<file path="config.mk">
export PLATFORM = sky130hd
export DESIGN_NAME = data_memory_arbiter
export DESIGN_NICKNAME = d
export VERILOG_FILES = /design/src/rtl/data_memory_arbiter.sv
export SDC_FILE = /design/constraint.sdc
export NUM_CORES = 1
export LEC_CHECK = 0
export BUFFER_PORTS_ARGS = -buffer_cell sky130_fd_sc_hd__buf_2
export CAP_MARGIN = 40
export CORE_UTILIZATION = 40
export CTS_CLUSTER_SIZE = 25
export DETAILED_ROUTE_END_ITERATION = 8
export GPL_TIMING_DRIVEN = 1
export PLACE_DENSITY = 0.7
export SLEW_MARGIN = 10
export SYNTH_ARGS = -nofsm -noshare
export SYNTH_HDL_FRONTEND = slang
export SYNTH_SLANG_ARGS = --single-unit
</file>
<file path="constraint.sdc">
create_clock -name clk -period 1.9 [get_ports clk]
set_input_delay 0.38 -clock clk [delete_from_list [all_inputs] [get_ports clk]]
set_output_delay 0.38 -clock clk [all_outputs]
set_load 0.03 [all_outputs]
</file>
<file path="src/rtl/data_memory_arbiter.sv">
// data_memory_arbiter: round-robin arbiter between the CPU memory micro-op
// port (A) and the debug/loader port (B) for a single banked data memory.
// Sequences bank-select, address, access and completion one transaction at a
// time, and skips the bank-select write when the cached bank already matches.
module data_memory_arbiter #(
    parameter int DATA_W = 8,
    parameter int ADDR_W = 8,
    parameter int BANK_W = 3
) (
    input  logic              clk,
    input  logic              rst,
    input  logic              a_req,
    input  logic              a_we,
    input  logic [BANK_W-1:0] a_bank,
    input  logic [ADDR_W-1:0] a_addr,
    input  logic [DATA_W-1:0] a_wdata,
    output logic              a_ack,
    output logic [DATA_W-1:0] a_rdata,
    input  logic              b_req,
    input  logic              b_we,
    input  logic [BANK_W-1:0] b_bank,
    input  logic [ADDR_W-1:0] b_addr,
    input  logic [DATA_W-1:0] b_wdata,
    output logic              b_ack,
    output logic [DATA_W-1:0] b_rdata,
    output logic [BANK_W-1:0] mem_bank,
    output logic              mem_bank_wr_en,
    output logic [ADDR_W-1:0] mem_addr,
    output logic              mem_addr_wr_en,
    output logic              mem_rd_en,
    output logic              mem_wr_en,
    output logic [DATA_W-1:0] mem_wdata,
    input  logic [DATA_W-1:0] mem_rdata,
    output logic              busy,
    output logic              owner
);

    typedef enum logic [2:0] {
        S_IDLE, S_BANK, S_ADDR, S_ACCESS, S_WAIT, S_DONE
    } state_t;

    state_t state_q, state_d;

    logic              we_q;
    logic [BANK_W-1:0] bank_q;
    logic [ADDR_W-1:0] addr_q;
    logic [DATA_W-1:0] wdata_q;
    logic              owner_q;
    logic              last_owner_q;
    logic [BANK_W-1:0] cur_bank_q;
    logic              bank_valid_q;
    logic [DATA_W-1:0] a_rdata_q, b_rdata_q;

    // Arbitration: a lone requester wins; on a tie the port that did not go
    // last wins, so each port waits at most one foreign transaction.
    logic              grant_b;
    logic              any_req;
    logic [BANK_W-1:0] sel_bank;

    assign any_req  = a_req | b_req;
    assign grant_b  = b_req & (~a_req | ~last_owner_q);
    assign sel_bank = grant_b ? b_bank : a_bank;

    // State register.
    always_ff @(posedge clk) begin
        if (rst) state_q <= S_IDLE;
        else     state_q <= state_d;
    end

    // Next-state logic; bank step is skipped when the cached bank matches.
    always_comb begin
        state_d = state_q;
        case (state_q)
            S_IDLE: begin
                if (any_req) begin
                    if (!bank_valid_q || (sel_bank != cur_bank_q)) state_d = S_BANK;
                    else                                           state_d = S_ADDR;
                end
            end
            S_BANK:   state_d = S_ADDR;
            S_ADDR:   state_d = S_ACCESS;
            S_ACCESS: state_d = we_q ? S_DONE : S_WAIT;
            S_WAIT:   state_d = S_DONE;
            S_DONE:   state_d = S_IDLE;
            default:  state_d = S_IDLE;
        endcase
    end

    // Transaction latch, bank cache and read-data capture.
    always_ff @(posedge clk) begin
        if (rst) begin
            we_q         <= 1'b0;
            bank_q       <= '0;
            addr_q       <= '0;
            wdata_q      <= '0;
            owner_q      <= 1'b0;
            last_owner_q <= 1'b1;
            cur_bank_q   <= '0;
            bank_valid_q <= 1'b0;
            a_rdata_q    <= '0;
            b_rdata_q    <= '0;
        end else begin
            if (state_q == S_IDLE && any_req) begin
                we_q         <= grant_b ? b_we    : a_we;
                bank_q       <= sel_bank;
                addr_q       <= grant_b ? b_addr  : a_addr;
                wdata_q      <= grant_b ? b_wdata : a_wdata;
                owner_q      <= grant_b;
                last_owner_q <= grant_b;
            end
            if (state_q == S_BANK) begin
                cur_bank_q   <= bank_q;
                bank_valid_q <= 1'b1;
            end
            // Memory returns data the cycle after the read strobe.
            if (state_q == S_WAIT) begin
                if (owner_q) b_rdata_q <= mem_rdata;
                else         a_rdata_q <= mem_rdata;
            end
        end
    end

    // Outputs decoded from the state register only.
    assign mem_bank_wr_en = (state_q == S_BANK);
    assign mem_addr_wr_en = (state_q == S_ADDR);
    assign mem_wr_en      = (state_q == S_ACCESS) &  we_q;
    assign mem_rd_en      = (state_q == S_ACCESS) & ~we_q;
    assign a_ack          = (state_q == S_DONE) & ~owner_q;
    assign b_ack          = (state_q == S_DONE) &  owner_q;
    assign busy           = (state_q != S_IDLE);
    assign owner          = owner_q;
    assign mem_bank       = bank_q;
    assign mem_addr       = addr_q;
    assign mem_wdata      = wdata_q;
    assign a_rdata        = a_rdata_q;
    assign b_rdata        = b_rdata_q;

endmodule

</file>
==> run summary, run 1 <==
The run finished with clean final reports. After the last flow step, the layout net total stands at 371. Half-perimeter wire length after detailed placement: 3440 um.

The floorplan step defined a die boundary enclosing 5600 um^2. The number of distinct library cells after synthesis was 36. On the final layout, the worst hold slack is 0.308 ns. For this design, the CTS-stage hold fixing added 0 buffers. The post-detailed-route via-to-cell ratio is 4.85.

For this design the static power due to leakage is 1.25 nW. The worst hold path depth works out to 2. The worst setup path is launched from a flop. The initial antenna violation count was 0.

At the end of routability-driven placement, the weighted congestion stood at 0.799. The first global-routing pass estimated 7330 um of wire. The synthesized flop and latch total is 45, and the antenna diode instance count is 0.

The clock passes through at most 2 buffers. For this run, the total global-route usage over all layers was measured as 17.1%. The first detailed-routing pass ran for 4 iterations. The height of the die is 74.9 um. The critical path goes through buf_4 -> nand3b_1 -> nor2_1 -> buf_2. For this run, the number of Yosys warnings is 0. In this run the count of I/O pins placed on the die edge is 95. The H-tree was split into 2 levels. Layer with the highest usage after global routing: met2. The count of flip-flops with a built-in enable after synthesis was 0; the fraction of the cycle the final worst path needs was 87.1%.

Each instance of the synthesized netlist takes up on average 9.48 um^2. The met1 demand-to-capacity share in global routing is 21.5%, and the clock latency reported for the late side of the worst-skew pair is 0.30 ns. In this run the post-CTS setup repair buffer count came out at 0. The worst slew margin relative to its limit is 67.1%, and the largest net degree at the start of global routing is 25. The path class of the tightest hold or removal check is in -> reg. For this design the ratio of total power to cell area is 990 nW/um^2. The synthesized netlist occupies a cell area of 2120 um^2. After synthesis, the share of flip-flops with an asynchronous set or reset is 0%.

The logs give 1686 for the via count of the first global-routing pass and 0 for the number of max-cap violations. Clock-pin transition on the worst setup and hold timing paths: 0.08 ns. The number of buffers inserted by port buffering is 94. The total area inside the core boundary comes to 5110 um^2. The longest individual stage delay on the worst path came out at 0.32 ns.

Once the floorplan was initialized, standard cells occupied 41.6% of the core. In this run, the number of DRC markers left after iteration 0 of detailed routing was 76. Post-cts sizing count: 0. At the worst endpoint, the required time is 1.52 ns. Post-route antenna net violation count: 0. For the pin with the worst max-slew slack, the measured transition is 0.492 ns.

The share of the core filled with cells came out at 55.2%. Max-slew violation total from the final report: 0. TritonCTS created 5 clock buffers.

The slowest stage of the critical path belongs to the cell sky130_fd_sc_hd__dfxtp_1. For this run, design rule violations remaining after detail routing come to 0. The library cells used most frequently in the layout, excluding fill and tap cells, are 94 x sky130_fd_sc_hd__buf_2, 45 x sky130_fd_sc_hd__dfxtp_1, 35 x sky130_fd_sc_hd__nand2_1, 22 x sky130_fd_sc_hd__mux2i_1. For this design, the sink count on the clock tree is 45. The run gives 0.000444 V as the peak supply drop. For the worst setup path, the data arrival time is 1.27 ns.

Setup violations remaining at the end of the flow were counted as 0. In the global route stage, met3 resource usage came out at 3.48%. The most common cell after layout, fill and taps aside is sky130_fd_sc_hd__buf_2. TritonCTS built the clock tree. The largest fanout of any net on the critical path is 10, and the routed via count is 1890. The run gives 0 as the number of endpoints with negative hold slack in the final report.

The number of nets in the synthesized netlist is 276. For the top achievable clock speed, the log shows 0.604 GHz. For this run the aggregate overflow at the end of global routing stands at 0. The share of final-layout standard cells stronger than drive strength 1 came out at 49.4%.

Dividing the detail-routed wire length by the instance count gives 11.8 um. For the finished layout, the period the worst path requires is 1.65 ns. The logs give 4590 um for the total wire length after detailed routing and 0.00661 ns for the clock skew after layout. Sequential cells were found to cover 42.4% of the synthesized design area. The initialized floorplan defines 26 standard-cell rows. Routing usage on met2: 28.8%. The area growth from synthesis to layout is 32.8%. For this run, the leading register cell type out of synthesis is sky130_fd_sc_hd__dfxtp_1. CTS placed an instance of sky130_fd_sc_hd__clkbuf_8 at the clock tree root.

Setup repair after global routing left no endpoint under its margin. The category of the most critical setup path is reg -> out. The kind of end point of the critical path is a primary output.

The floorplan die width came out at 74.9 um. Adding up every negative setup slack in the final design gives 0 ns. The worst register-to-register path has a depth of 5. In the synthesized netlist, the number of instances is 224.
==> synthesized netlist by cell type, types with 2 or more instances <==
| cell type | number | area, um^2 |
|---|---|---|
| sky130_fd_sc_hd__and2_1 | 2 | 12.5 |
| sky130_fd_sc_hd__nand3b_1 | 2 | 15.0 |
| sky130_fd_sc_hd__or2_2 | 2 | 12.5 |
| sky130_fd_sc_hd__mux2i_1 | 22 | 220 |
| sky130_fd_sc_hd__nor2_2 | 20 | 125 |
| sky130_fd_sc_hd__buf_4 | 2 | 15.0 |
| sky130_fd_sc_hd__o21ai_0 | 3 | 15.0 |
| sky130_fd_sc_hd__nor3b_1 | 2 | 15.0 |
| sky130_fd_sc_hd__inv_1 | 3 | 11.3 |
| sky130_fd_sc_hd__a211oi_1 | 2 | 15.0 |
| sky130_fd_sc_hd__dfxtp_1 | 45 | 901 |
| sky130_fd_sc_hd__nor2_1 | 14 | 52.6 |
| sky130_fd_sc_hd__buf_2 | 2 | 10.0 |
| sky130_fd_sc_hd__a211oi_2 | 20 | 250 |
| sky130_fd_sc_hd__clkbuf_1 | 9 | 33.8 |
| sky130_fd_sc_hd__a21oi_1 | 19 | 95.1 |
| sky130_fd_sc_hd__nand2_1 | 35 | 131 |
| sky130_fd_sc_hd__buf_8 | 2 | 30.0 |
==> layer usage <==
layer	share of wire [%]	wire length (um)
met2	46	2110
met1	47	2150
met4	1.9	88
met3	5.2	239
met5	0	0
==> power breakdown <==
part | internal, W | leakage, nW | total, W | switching, W
registers | 0.00104 | 0.369 | 0.00111 | 0.0000665
clock network | 0.000522 | 0.0681 | 0.000849 | 0.000326
logic | 0.000334 | 0.812 | 0.000838 | 0.000503
==> cell families (layout without fill, tap and decap cells) <==
family | after synthesis | count (layout) | synth area share, %
simple gates | 84 | 84 | 20.0
compound gates | 51 | 51 | 21.0
flops | 45 | 45 | 42.4
mux | 22 | 22 | 10.4
buf+inv | 20 | 116 | 5.42
xor+xnor | 2 | 2 | 0.825
==> sequential cells by signal, summed over array words and instances (netlist names), 3 cells and up <==
signal,cells
a_rdata,8
b_rdata,8
mem_addr,8
mem_wdata,8
cur_bank_q,3
mem_bank,3
state_q,3
==> per-stage QoR <==
| stage | power, W | worst slack, ns | area (um^2) | cells |
|---|---|---|---|---|
| 3_3_place_gp | 0.00196 | 0.240 | 2690 | 382 |
| 4_1_cts | 0.00283 | 0.224 | 2820 | 390 |
| 3_5_place_dp | 0.00197 | 0.197 | 2690 | 382 |
| 5_1_grt | 0.00293 | 0.163 | 2820 | 390 |
| 6_report | 0.00279 | 0.245 | 2820 | 390 |
| 2_1_floorplan | 0.00175 | 0.132 | 2120 | 224 |
==> worst paths after layout <==
check / start / end / slack [ns]
max: state_q[2] / mem_wr_en / 0.25
min reg2reg: b_rdata[0] / b_rdata[0] / 0.46
max reg2reg: state_q[2] / mem_addr[0] / 0.28
min: rst / we_q / 0.31
==> critical path, delay by kind of cell (launching register included) <==
kind | cells | cell delay [ns]
and+or+nand+nor | 2 | 0.31
buffers and inverters | 2 | 0.36
DFF | 1 | 0.32
==> cell type report <==
cell class | instances | area [um^2]
Fill cell | 483 | 2290
Timing Repair Buffer | 105 | 578
Multi-Input combinational cell | 159 | 1110
Clock buffer | 5 | 68.8
Inverter | 3 | 11.3
Clock inverter | 3 | 65.1
Tap cell | 70 | 87.6
Sequential cell | 45 | 901
Power figures use the tool's default switching activity.
==> run 2: changes to the inputs <==
CELL_PAD_IN_SITES_DETAIL_PLACEMENT = 1   (was unset)
CELL_PAD_IN_SITES_GLOBAL_PLACEMENT = 1   (was unset)
CORE_UTILIZATION = 34   (was 40)
PLACE_DENSITY = unset   (was 0.7)
PLACE_DENSITY_LB_ADDON = 0.1   (was unset)
==> run 2 against run 1 <==
Compared with the run above: die area grew 17%; register-to-register slack about the same; total power down 6.8%; via count rose by 1.4%; sequential cell count stayed put; hold slack better by 0.021 ns; core utilization is 8.4 points lower; largest cell class unchanged; largest power group unchanged.
==> run summary, run 2 (synthesis gave the netlist of run 1 again) <==
The flow ran to the end, and the final reports show no timing, DRC or antenna violations. The number of setup violations in the final report came out at 0 (unchanged). For the routed via count, the log shows 1917 (+1.4%). The die area is 6570 um^2 (+17%), and the floorplan die width is 81.0 um (+8.2%).

The worst setup path is of the reg -> out kind. The tools report the number of max-cap violations as 0 (unchanged). The height of the die is 81.0 um (+8.2%), and the worst path buffer plus inverter count is 1 (-1).

The capture endpoint of the worst hold path is b_rdata[2]. The half-perimeter wire length after detailed placement came out at 4180 um (+21%). For the number of levels the H-tree was split into, the log shows 2 (unchanged).

The tools report the count of boundary I/O pins as 95 (unchanged). STA classifies the critical path startpoint as a flop. The leakage power summed over all cells is 1.23 nW (-1.5%). The min-delay analysis places its worst path in the category in -> reg. The total wire length after detailed routing came out at 5470 um (+19%). TritonCTS built the clock tree.

Number of buffers inserted by port buffering: 94 (unchanged). Setup repair after global routing left no endpoint under its margin. The run gives 24 (-4.0%) as the largest net degree at the start of global routing. The clock buffer count from CTS is 5 (unchanged). The antenna diode instance count came out at 0 (unchanged). The highest metal layer carrying signal wires in the routed design is met4. For the DRC violation count after routing, the log shows 0 (unchanged).

The tools report the end of the worst register-to-register path as mem_addr[5]. The worst-case clock buffer depth is 2 (unchanged), and the number of rows created at floorplan is 28 (+7.7%). Average wire length per cell after detail routing: 13.9 um (+18%). The tools report the placer's final routability congestion estimate as 0.733 (-8.2%).

For the initial antenna violation count, the log shows 0 (unchanged). The top achievable clock speed came out at 0.556 GHz (-7.9%). In the layout the commonest cells are 94 x sky130_fd_sc_hd__buf_2, 44 x sky130_fd_sc_hd__dfxtp_1, 35 x sky130_fd_sc_hd__nand2_1, 22 x sky130_fd_sc_hd__mux2i_1. The post-route antenna net violation count was 0 (unchanged).

The clock sink count was 45 (unchanged). The clock-pin transition on the worst setup and hold timing paths works out to 0.08 ns (about the same). The initial core utilization is 35.7% (-5.9 points), and the post-detailed-route via-to-cell ratio is 4.87 (+0.40%). The iteration-0 DRC count of the detailed router was 20 (-74%); the residual overflow from global routing was 0 (unchanged). The number of nets in the finished design is 370 (-0.27%). The worst slew margin relative to its limit came out at 71.8% (+4.8 points). The run gives 2360 um (+9.6%) as the routed length on met1. The clock period minus final worst setup slack was 1.80 ns (+0.142 ns); the max-slew violation total from the final report was 0 (unchanged).

The run gives 46.8% (-8.4 points) as the share of the core filled with cells. The tools report the first-pass iteration count of the detailed router as 4 (unchanged). The tree is rooted in a sky130_fd_sc_hd__clkbuf_8. Largest fanout of any net on the critical path: 9 (-1). Fraction of the cycle the final worst path needs: 94.6% (+7.5 points). The clock latency reported for the late side of the worst-skew pair was 0.29 ns (about the same).

The slew at the pin closest to its max-slew limit works out to 0.421 ns (-0.0713 ns). First-pass GRT wire length: 8700 um (+19%). The longest individual stage delay on the worst path came out at 0.50 ns (+0.18 ns). The worst register-to-register path begins at state_q[0]. Traced cell by cell, the critical path runs through and2_1 -> buf_2. For the sum of negative setup slack, the log shows 0 ns (unchanged).

For the via count of the first global-routing pass, the log shows 1817 (+7.8%). The number of endpoints with negative hold slack in the final report came out at 0 (unchanged). The power per standard cell area came out at 934 nW/um^2 (-5.7%).

The tools report the global router's overall resource usage as 17.5% (+0.42 points). Kind of cell adding the most delay to the critical path: flip-flops. The run gives 0.00283 ns (-0.00378 ns) as the clock skew after layout. The layout-stage area growth over the synthesis result is 31.2%, and the reg2reg setup slack is 0.28 ns (about the same). Startpoint of the most critical hold path: mem_rdata[2]. The tools report the kind of end point of the critical path as a primary output. The length of routed met2 wiring is 2740 um (+30%), and the share of final-layout standard cells stronger than drive strength 1 is 49.5% (+0.15 points). The data required time at the worst endpoint is 1.52 ns (about the same), and the signal arrival time at the worst endpoint is 1.42 ns (+0.15 ns). The worst-path cell with the longest stage delay is sky130_fd_sc_hd__dfxtp_1. Worst hold path depth: 3 (+1).

The path depth of the worst reg2reg path came out at 5 (unchanged). Leaving out fill and tap cells, the most frequent cell in the layout is sky130_fd_sc_hd__buf_2. The count of filler cells inserted in the layout came out at 734 (+52%).

For the peak supply drop, the log shows 0.000416 V (-6.3%). The met3 wire length was 287 um (+20%). The buffer count from post-CTS setup fixing is 0 (unchanged).

Placeable core region: 5960 um^2 (+17%).
## run 2: how the worst max path moves through the flow
| stage | start | to | slack (ns) | depth (start not counted) |
|---|---|---|---|---|
| 3_3_place_gp | a_req | state_q[0] | 0.25 | 6 |
| 2_1_floorplan | state_q[2] | b_ack | 0.13 | 3 |
| 6_report | state_q[0] | mem_bank_wr_en | 0.10 | 2 |
| 4_1_cts | state_q[1] | mem_wr_en | 0.09 | 4 |
| 5_1_grt | state_q[2] | b_ack | 0.02 | 4 |
| 3_5_place_dp | a_req | state_q[0] | 0.18 | 6 |
## run 2: area by class of cell
| cell class | count | area (um^2) | share of cell area [%] |
|---|---|---|---|
| Clock buffer | 7 | 96.3 | 3.46 |
| Clock inverter | 1 | 5.00 | 0.180 |
| Inverter | 3 | 11.3 | 0.404 |
| Multi-Input combinational cell | 159 | 1110 | 39.7 |
| Sequential cell | 45 | 902 | 32.4 |
| Tap cell | 75 | 93.8 | 3.37 |
| Timing Repair Buffer | 104 | 571 | 20.5 |
## run 2: power breakdown
group | internal (W) | switching (W) | total [W]
logic | 0.000327 | 0.000503 | 0.000830
registers | 0.00104 | 0.0000790 | 0.00112
clock network | 0.000329 | 0.000324 | 0.000653
## run 2: per-stage QoR
stage | area [um^2] | std cells | power [W] | setup WS, ns | hold slack, ns
2_1_floorplan | 2120 | 224 | 0.00175 | 0.132 | 0.434
3_3_place_gp | 2680 | 386 | 0.00196 | 0.255 | 0.441
3_5_place_dp | 2680 | 386 | 0.00198 | 0.183 | 0.449
4_1_cts | 2790 | 394 | 0.00265 | 0.0903 | 0.321
5_1_grt | 2790 | 394 | 0.00275 | 0.0207 | 0.322
6_report | 2790 | 394 | 0.00260 | 0.103 | 0.329
## run 2: metal layers
layer	vias to the layer above	global-route usage, %
met1	904	20.1
met2	51	31.4
met3	8	4.16
met4	0	6.25
met5	-	0
li1	954	-
## run 2: repair_timing
item	CTS	global route
hold buffers	0	0
setup endpoints to repair	0	1
gates resized for setup	0	1
## run 2: tightest hold or removal path, stage by stage
cell	delay, ns
sky130_fd_sc_hd__buf_2	0.11
sky130_fd_sc_hd__nand2_1	0.05
sky130_fd_sc_hd__a21oi_1	0.05
